### src/rtl/level_shifter_up_seq.sv
// ---------------------------------------------------------------------------
// level_shifter_up_seq
//
// Purpose:
//   Sequences the enable of a bank of low-V -> high-V up-shifters. The low
//   supply power-good is synchronized into the high-V clock domain and must
//   stay good for SETTLE_CYCLES consecutive cycles before the shifters are
//   enabled. While not enabled, data_out is clamped to CLAMP_VAL so the
//   high-V domain never sees floating or stale low-V data.
//
// Optional feature (macro LS_UP_FAULT_CNT_EN):
//   Defined   : fault_cnt counts ACTIVE->ISOLATED exits caused by loss of
//               the low supply, saturating at 255, cleared only by rst.
//   Undefined : fault_cnt is tied to 0 and no counter is built.
//
// Ports:
//   clk           in   high-V domain clock, rising edge
//   rst           in   asynchronous active-high reset
//   low_pwr_good  in   low-V supply power-good (asynchronous to clk)
//   iso_req       in   isolation request, synchronous to clk (1 = isolate)
//   data_in       in   [WIDTH-1:0] data from the low-V domain
//   data_out      out  [WIDTH-1:0] registered level-shifted data
//   shifter_en    out  1 while in ACTIVE
//   iso_active    out  1 while in ISOLATED or SETTLE
//   fault_cnt     out  [7:0] power-loss drop counter
// ---------------------------------------------------------------------------
module level_shifter_up_seq #(
  parameter int               WIDTH         = 8,
  parameter int               SETTLE_CYCLES = 16,
  parameter logic [WIDTH-1:0] CLAMP_VAL     = '0
) (
  input  logic             clk,
  input  logic             rst,
  input  logic             low_pwr_good,
  input  logic             iso_req,
  input  logic [WIDTH-1:0] data_in,
  output logic [WIDTH-1:0] data_out,
  output logic             shifter_en,
  output logic             iso_active,
  output logic [7:0]       fault_cnt
);

  localparam int             CNT_W    = $clog2(SETTLE_CYCLES + 1);
  localparam logic [CNT_W-1:0] CNT_LAST = CNT_W'(SETTLE_CYCLES - 1);

  typedef enum logic [1:0] {
    ST_ISOLATED = 2'd0,
    ST_SETTLE   = 2'd1,
    ST_ACTIVE   = 2'd2
  } state_t;

  state_t           state_q;
  logic [CNT_W-1:0] cnt_q;
  logic [1:0]       sync_q;
  logic [WIDTH-1:0] data_q;

  logic pgood_s;
  logic leave_d;

  // Only the second synchronizer stage is ever looked at by the FSM.
  assign pgood_s = sync_q[1];

  // Any cycle with the supply bad or isolation requested forces ISOLATED.
  assign leave_d = !pgood_s || iso_req;

  // Sequencer: synchronizer, FSM, settle counter and the data register
  // share one process so data_out always follows the state being entered.
  always_ff @(posedge clk or posedge rst) begin
    if (rst) begin
      sync_q  <= 2'b00;
      state_q <= ST_ISOLATED;
      cnt_q   <= '0;
      data_q  <= CLAMP_VAL;
    end else begin
      sync_q <= {sync_q[0], low_pwr_good};
      case (state_q)
        ST_ISOLATED: begin
          cnt_q  <= '0;
          data_q <= CLAMP_VAL;
          if (!leave_d) begin
            state_q <= ST_SETTLE;
          end
        end
        ST_SETTLE: begin
          if (leave_d) begin
            // No partial credit: a glitch restarts the whole settle window.
            state_q <= ST_ISOLATED;
            cnt_q   <= '0;
            data_q  <= CLAMP_VAL;
          end else if (cnt_q == CNT_LAST) begin
            // Entering ACTIVE: data_in is captured on this same edge.
            state_q <= ST_ACTIVE;
            cnt_q   <= '0;
            data_q  <= data_in;
          end else begin
            cnt_q  <= cnt_q + 1'b1;
            data_q <= CLAMP_VAL;
          end
        end
        ST_ACTIVE: begin
          if (leave_d) begin
            // Clamp lands on the same edge shifter_en falls.
            state_q <= ST_ISOLATED;
            data_q  <= CLAMP_VAL;
          end else begin
            data_q <= data_in;
          end
        end
        default: begin
          state_q <= ST_ISOLATED;
          cnt_q   <= '0;
          data_q  <= CLAMP_VAL;
        end
      endcase
    end
  end

  // Status decoded purely from the state register.
  assign shifter_en = (state_q == ST_ACTIVE);
  assign iso_active = !shifter_en;
  assign data_out   = data_q;

`ifdef LS_UP_FAULT_CNT_EN
  logic [7:0] fault_q;

  // ACTIVE with pgood_s low always exits to ISOLATED on this edge, so this
  // condition is exactly a power-loss drop (including a simultaneous
  // iso_req). Drops caused only by iso_req have pgood_s high and are ignored.
  always_ff @(posedge clk or posedge rst) begin
    if (rst) begin
      fault_q <= 8'd0;
    end else if ((state_q == ST_ACTIVE) && !pgood_s && (fault_q != 8'hFF)) begin
      fault_q <= fault_q + 8'd1;
    end
  end

  assign fault_cnt = fault_q;
`else
  assign fault_cnt = 8'd0;
`endif

endmodule

### config.mk
export PLATFORM = sky130hd
export DESIGN_NAME = level_shifter_up_seq
export DESIGN_NICKNAME = d
export VERILOG_FILES = /design/src/rtl/level_shifter_up_seq.sv
export SDC_FILE = /design/constraint.sdc
export NUM_CORES = 1
export LEC_CHECK = 0
export CAP_MARGIN = 20
export CORE_MARGIN = 1.5
export CORE_UTILIZATION = 43
export DETAILED_ROUTE_END_ITERATION = 7
export PLACE_DENSITY = 0.73
export SLEW_MARGIN = 20
export SYNTH_ARGS = -nofsm -noshare
export SYNTH_HDL_FRONTEND = slang
export SYNTH_SLANG_ARGS = --single-unit
export TNS_END_PERCENT = 10
### constraint.sdc
create_clock -name clk -period 1.8 [get_ports clk]
set_input_delay 0.36 -clock clk [delete_from_list [all_inputs] [get_ports clk]]
set_output_delay 0.36 -clock clk [all_outputs]
set_load 0.05 [all_outputs]
* Word-level counts from Yosys, hierarchy flattened
Index checks and enable logic that the tools add are counted.
Word-level totals: register bits after elaboration 17, input port bits 12, output and inout port bits 18, logic and storage cells 28
Cells by class: add/subtract/negate cells 1, equal/unequal tests 6, multiplexer cells 12, reductions and logical operators 5
Operators with widths (count):
- 8-bit two-way mux | 3
- 8-bit case mux with 2 select lines | 1
- 5-bit two-way mux | 2
- 5-bit case mux with 2 select lines | 1
- 2-bit two-way mux | 4
- 2-bit case mux with 3 select lines | 1
- 5-bit by 1-bit adder with 5-bit output, second input constant | 1
- 5-bit by 4-bit == test with 1-bit output, second input constant | 1
- 3-bit inequality test, second input constant | 1
- 3-bit AND reduction | 1
- 2-bit by 1-bit == test with 1-bit output, second input constant | 1
- 2-bit == test, second input constant | 1
- 1-bit zero test | 2
- 2-bit zero test | 1
- 2-bit by 1-bit inequality test with 1-bit output, second input constant | 1
- 2-bit inequality test, second input constant | 1
- 1-bit logical OR | 1

* Logic depth before layout (Yosys ltp)
depth in word-level cells 4, gate-level depth with buffers 6, depth with buffers taken out 5

* Worst setup path after synthesis
OpenSTA, ideal clock, no wires.
path kind register to register, start point register state_q[0], end point register data_q[0] (netlist: data_out[0]), library setup time 0.089 ns, data arrival time 1.908 ns, required time 1.711 ns, slack -0.198 ns, stages on the path, launching flop included 6, buffers on the path 0, period minus slack after synthesis 1.998 ns, cells stage by stage dfrtp_1 inv_1 ha_1 inv_1 o31a_4 nor3b_1
Between the ends: cells in the longest elaborated chain, start to end 2, elaborated cells between the ends (all ways) 3, classes of those cells 2 x eq/ne; 1 x mux
RTL lines:
- from (decl) | line 52 | state_t state_q;
- from (signal assigned) | line 71 | state_q <= ST_ISOLATED;
- from (signal assigned) | line 81 | state_q <= ST_SETTLE;
- from (signal assigned) | line 87 | state_q <= ST_ISOLATED;
- 2-bit == test
- via shifter_en | line 38 | output logic shifter_en,
- 8-bit case mux with 2 select lines | line 76 | case (state_q)
- to (signal assigned) | line 94 | data_q <= data_in;
- to (signal assigned) | line 106 | data_q <= data_in;
- to (decl) | line 55 | logic [WIDTH-1:0] data_q;
The timed path passes the listed nets, and every way through them passes these cells. A chain may end at the register's enable or synchronous reset.

* Worst setup path after layout
start point register state_q[0], end point output port iso_active
Between the ends: cells in the longest elaborated chain, start to end 2
RTL lines:
- 2-bit == test | line 119 | assign shifter_en = (state_q == ST_ACTIVE);
- 1-bit zero test | line 120 | assign iso_active = !shifter_en;
- to (decl) | line 39 | output logic iso_active,
Every way passes these cells.

==> run metrics <==
status finished, final reports clean; CP max FO 9; DRT Pass-1 Iters 3; setup_tns 0 ns; commonest cells after routing, fill and taps aside 17 x dfrtp_1, 11 x clkdlybuf4s50_1, 11 x buf_4; max-slew violations 0; # rows 16; Congestion Overflow GR 0; # setup viols final 0; root buffer cell clkbuf_4; Max Clock Skew 0.00868 ns; DRC 0; CTS tree built; I/O Pins 30; R2R depth 5; fmax 580 MHz; crit end category output pin; Ys Warns 0; layout cells sized above 1 roughly a fifth; WS Path Type flop to output pin; fin crit period between 1.5 and 2 ns; CTS max path bufs 2; R2R Path Start state_q[1]$_DFFE_PP0P_; pin count of the biggest net entering global routing 18; P&R area growth vs syn 30.1%; core area about 1900 um2; layout net count roughly 120; multi-input logic area around 380 um2; gr usage total ~16%; final core occ between 50 and 60%; initial antenna violation count 0; RSZ-0062 raised after global routing false; TritonCTS Sinks 17; post-synth design cell area 868 um2; Hold Fails Final Rpt 0; Gate Count Post-Synth 75; drt total wl 1480 um; met3 WL post-DR 84 um; startpoint type of the worst setup path flop; worst hold path depth 0; Inserted Clock Buffers 3; Area contributors post-synth dfrtp_1 49%, ha_1 7.2%, buf_4 6.9%; leakage between 0.5 and 0.6 nW; VDD IR max between 0.4 and 0.5 mV; routed length per instance between 10 and 15 um; final std cells w/o fill 128; proportion of synthesized chip area in sequential cells 49.0%; dpl cells 124; CP arrival ~1.4 ns; RR Endpoint state_q[0]$_DFFE_PP0P_; dpl hpwl ~1200 um; clk_lat worst skew 0.28 ns; post-synth cell types 24; CTS clock-pin slew for the worst setup and hold paths 0.09 ns; Hold Path Class flop to flop; Vias slightly above 600; Fill cells ~190; H-tree levels 1; P per Cell Area roughly 750 nW/um2; first-pass GRT wire length approximately 2500 um; Routed met1 length approximately 680 um; final hold slack ~0.36 ns; number of global-route vias before repair slightly above 600; input/output buffers 21; register area 425 um2; fin crit share 95.8%; Die Footprint approximately 2300 um2; diode count 0; Die Height between 40 and 50 um; Syn Area/Cell around 12 um2; Max Cap Viol 0; met2 wire length about 700 um; highest routed metal layer met4; hold_buf cts 0; starting DRC count in detailed routing 9; hold path endpoint sync_q[1]$_DFF_PP0_; Placer Congestion just under 0.7; WP data required between 1 and 1.5 ns; Vias/cell 4.84; Worst Min Path Start sync_q[0]$_DFF_PP0_; biggest area consumer among synthesized cells dfrtp_1; top-area cell type share of the netlist area just under 50%; Worst R2R Setup Slack 0.20 ns; post-route ant nets 0; Die Wd between 40 and 50 um; initial core utilization a little under half; #FFs+latches synth 17; most common cell after layout, fill and taps aside dfrtp_1
worst max-delay path, cell delays in order, from the launching register on:
cell and delay, ns:
dfrtp_1 0.41, inv_1 0.15, ha_4 0.22, inv_1 0.14
buf_12 0.17
Yosys cell counts:
| cell type | number |
|---|---|
| conb_1 | 1 |
| nand4b_4 | 1 |
| nand3b_1 | 1 |
| nand2b_1 | 2 |
| buf_6 | 1 |
| nor3b_1 | 8 |
| nand3_1 | 4 |
| a221oi_4 | 1 |
| nand4_1 | 1 |
| a211o_1 | 1 |
| and3b_1 | 2 |
| buf_4 | 8 |
| mux2_1 | 1 |
| ha_1 | 5 |
| a31oi_1 | 1 |
| o21ai_0 | 3 |
| nor2b_1 | 1 |
| inv_1 | 8 |
| o22ai_1 | 1 |
| a21oi_1 | 3 |
| nand2_1 | 2 |
| a211oi_1 | 1 |
| o31a_4 | 1 |
| dfrtp_1 | 17 |
worst max path at each step:
stage	startpoint	cells after the start	slack [ns]	to
after detailed placement	iso_req	4	0.03	state_q[0]$_DFFE_PP0P_
after CTS	state_q[0]$_DFFE_PP0P_	4	0.05	iso_active
after floorplan	state_q[0]$_DFFE_PP0P_	5	0.09	data_out[0]$_DFF_PP0_
after global routing	state_q[0]$_DFFE_PP0P_	4	0.01	iso_active
final	state_q[0]$_DFFE_PP0P_	4	0.08	iso_active
after global placement	iso_req	4	0.05	state_q[0]$_DFFE_PP0P_
stage by stage:
stage                     power [W]  instance area [um2]  worst slack (ns)
after global routing       0.000895                 1130            0.0106
after floorplan            0.000610                  897            0.0946
after CTS                  0.000853                 1130            0.0489
after detailed placement   0.000647                 1090            0.0288
final                      0.000843                 1130            0.0753
after global placement     0.000647                 1090            0.0528
registers in the layout, indices dropped and copies added, names as in the netlist:
name / count
cnt_q: 5
state_q: 2
data_out: 8
sync_q: 2
final cells by class:
| class | instances | area share [%] |
|---|---|---|
| Clock buffer | 3 | 1.99 |
| Inverter | 8 | 2.66 |
| Sequential cell | 17 | 37.7 |
| Clock inverter | 1 | 0.443 |
| Timing Repair Buffer | 24 | 20.6 |
| Tap cell | 27 | 2.99 |
| Multi-Input combinational cell | 48 | 33.7 |
where the power goes:
group | internal [W] | switching (W)
clock | 0.0000823 | 0.000116
sequential | 0.000401 | 0.0000152
combinational | 0.0000978 | 0.000131
timing repair:
item                       CTS  global route
resized for setup            1             0
pin swaps                    0             1
setup endpoints to repair    1             1
buffers inserted             0             0
gates cloned                 0             0
logic make-up after synthesis:
logic type	count (synthesis)	synth area share, %
adders and majority gates	5	7.20
AOI/OAI and AO/OA	12	11.8
and+or+nand+nor	22	18.6
other	1	0.432
muxes	1	1.30
buffers and inverters	17	11.7
DFF	17	49.0
layer usage:
layer | GRT usage [%] | up-vias
li1 | - | 295
met4 | 8.11 | 0
met3 | 4.53 | 4
met5 | 0 | -
met1 | 20.2 | 297
met2 | 24.8 | 23
Note: power is estimated with default switching activity, not from simulation.
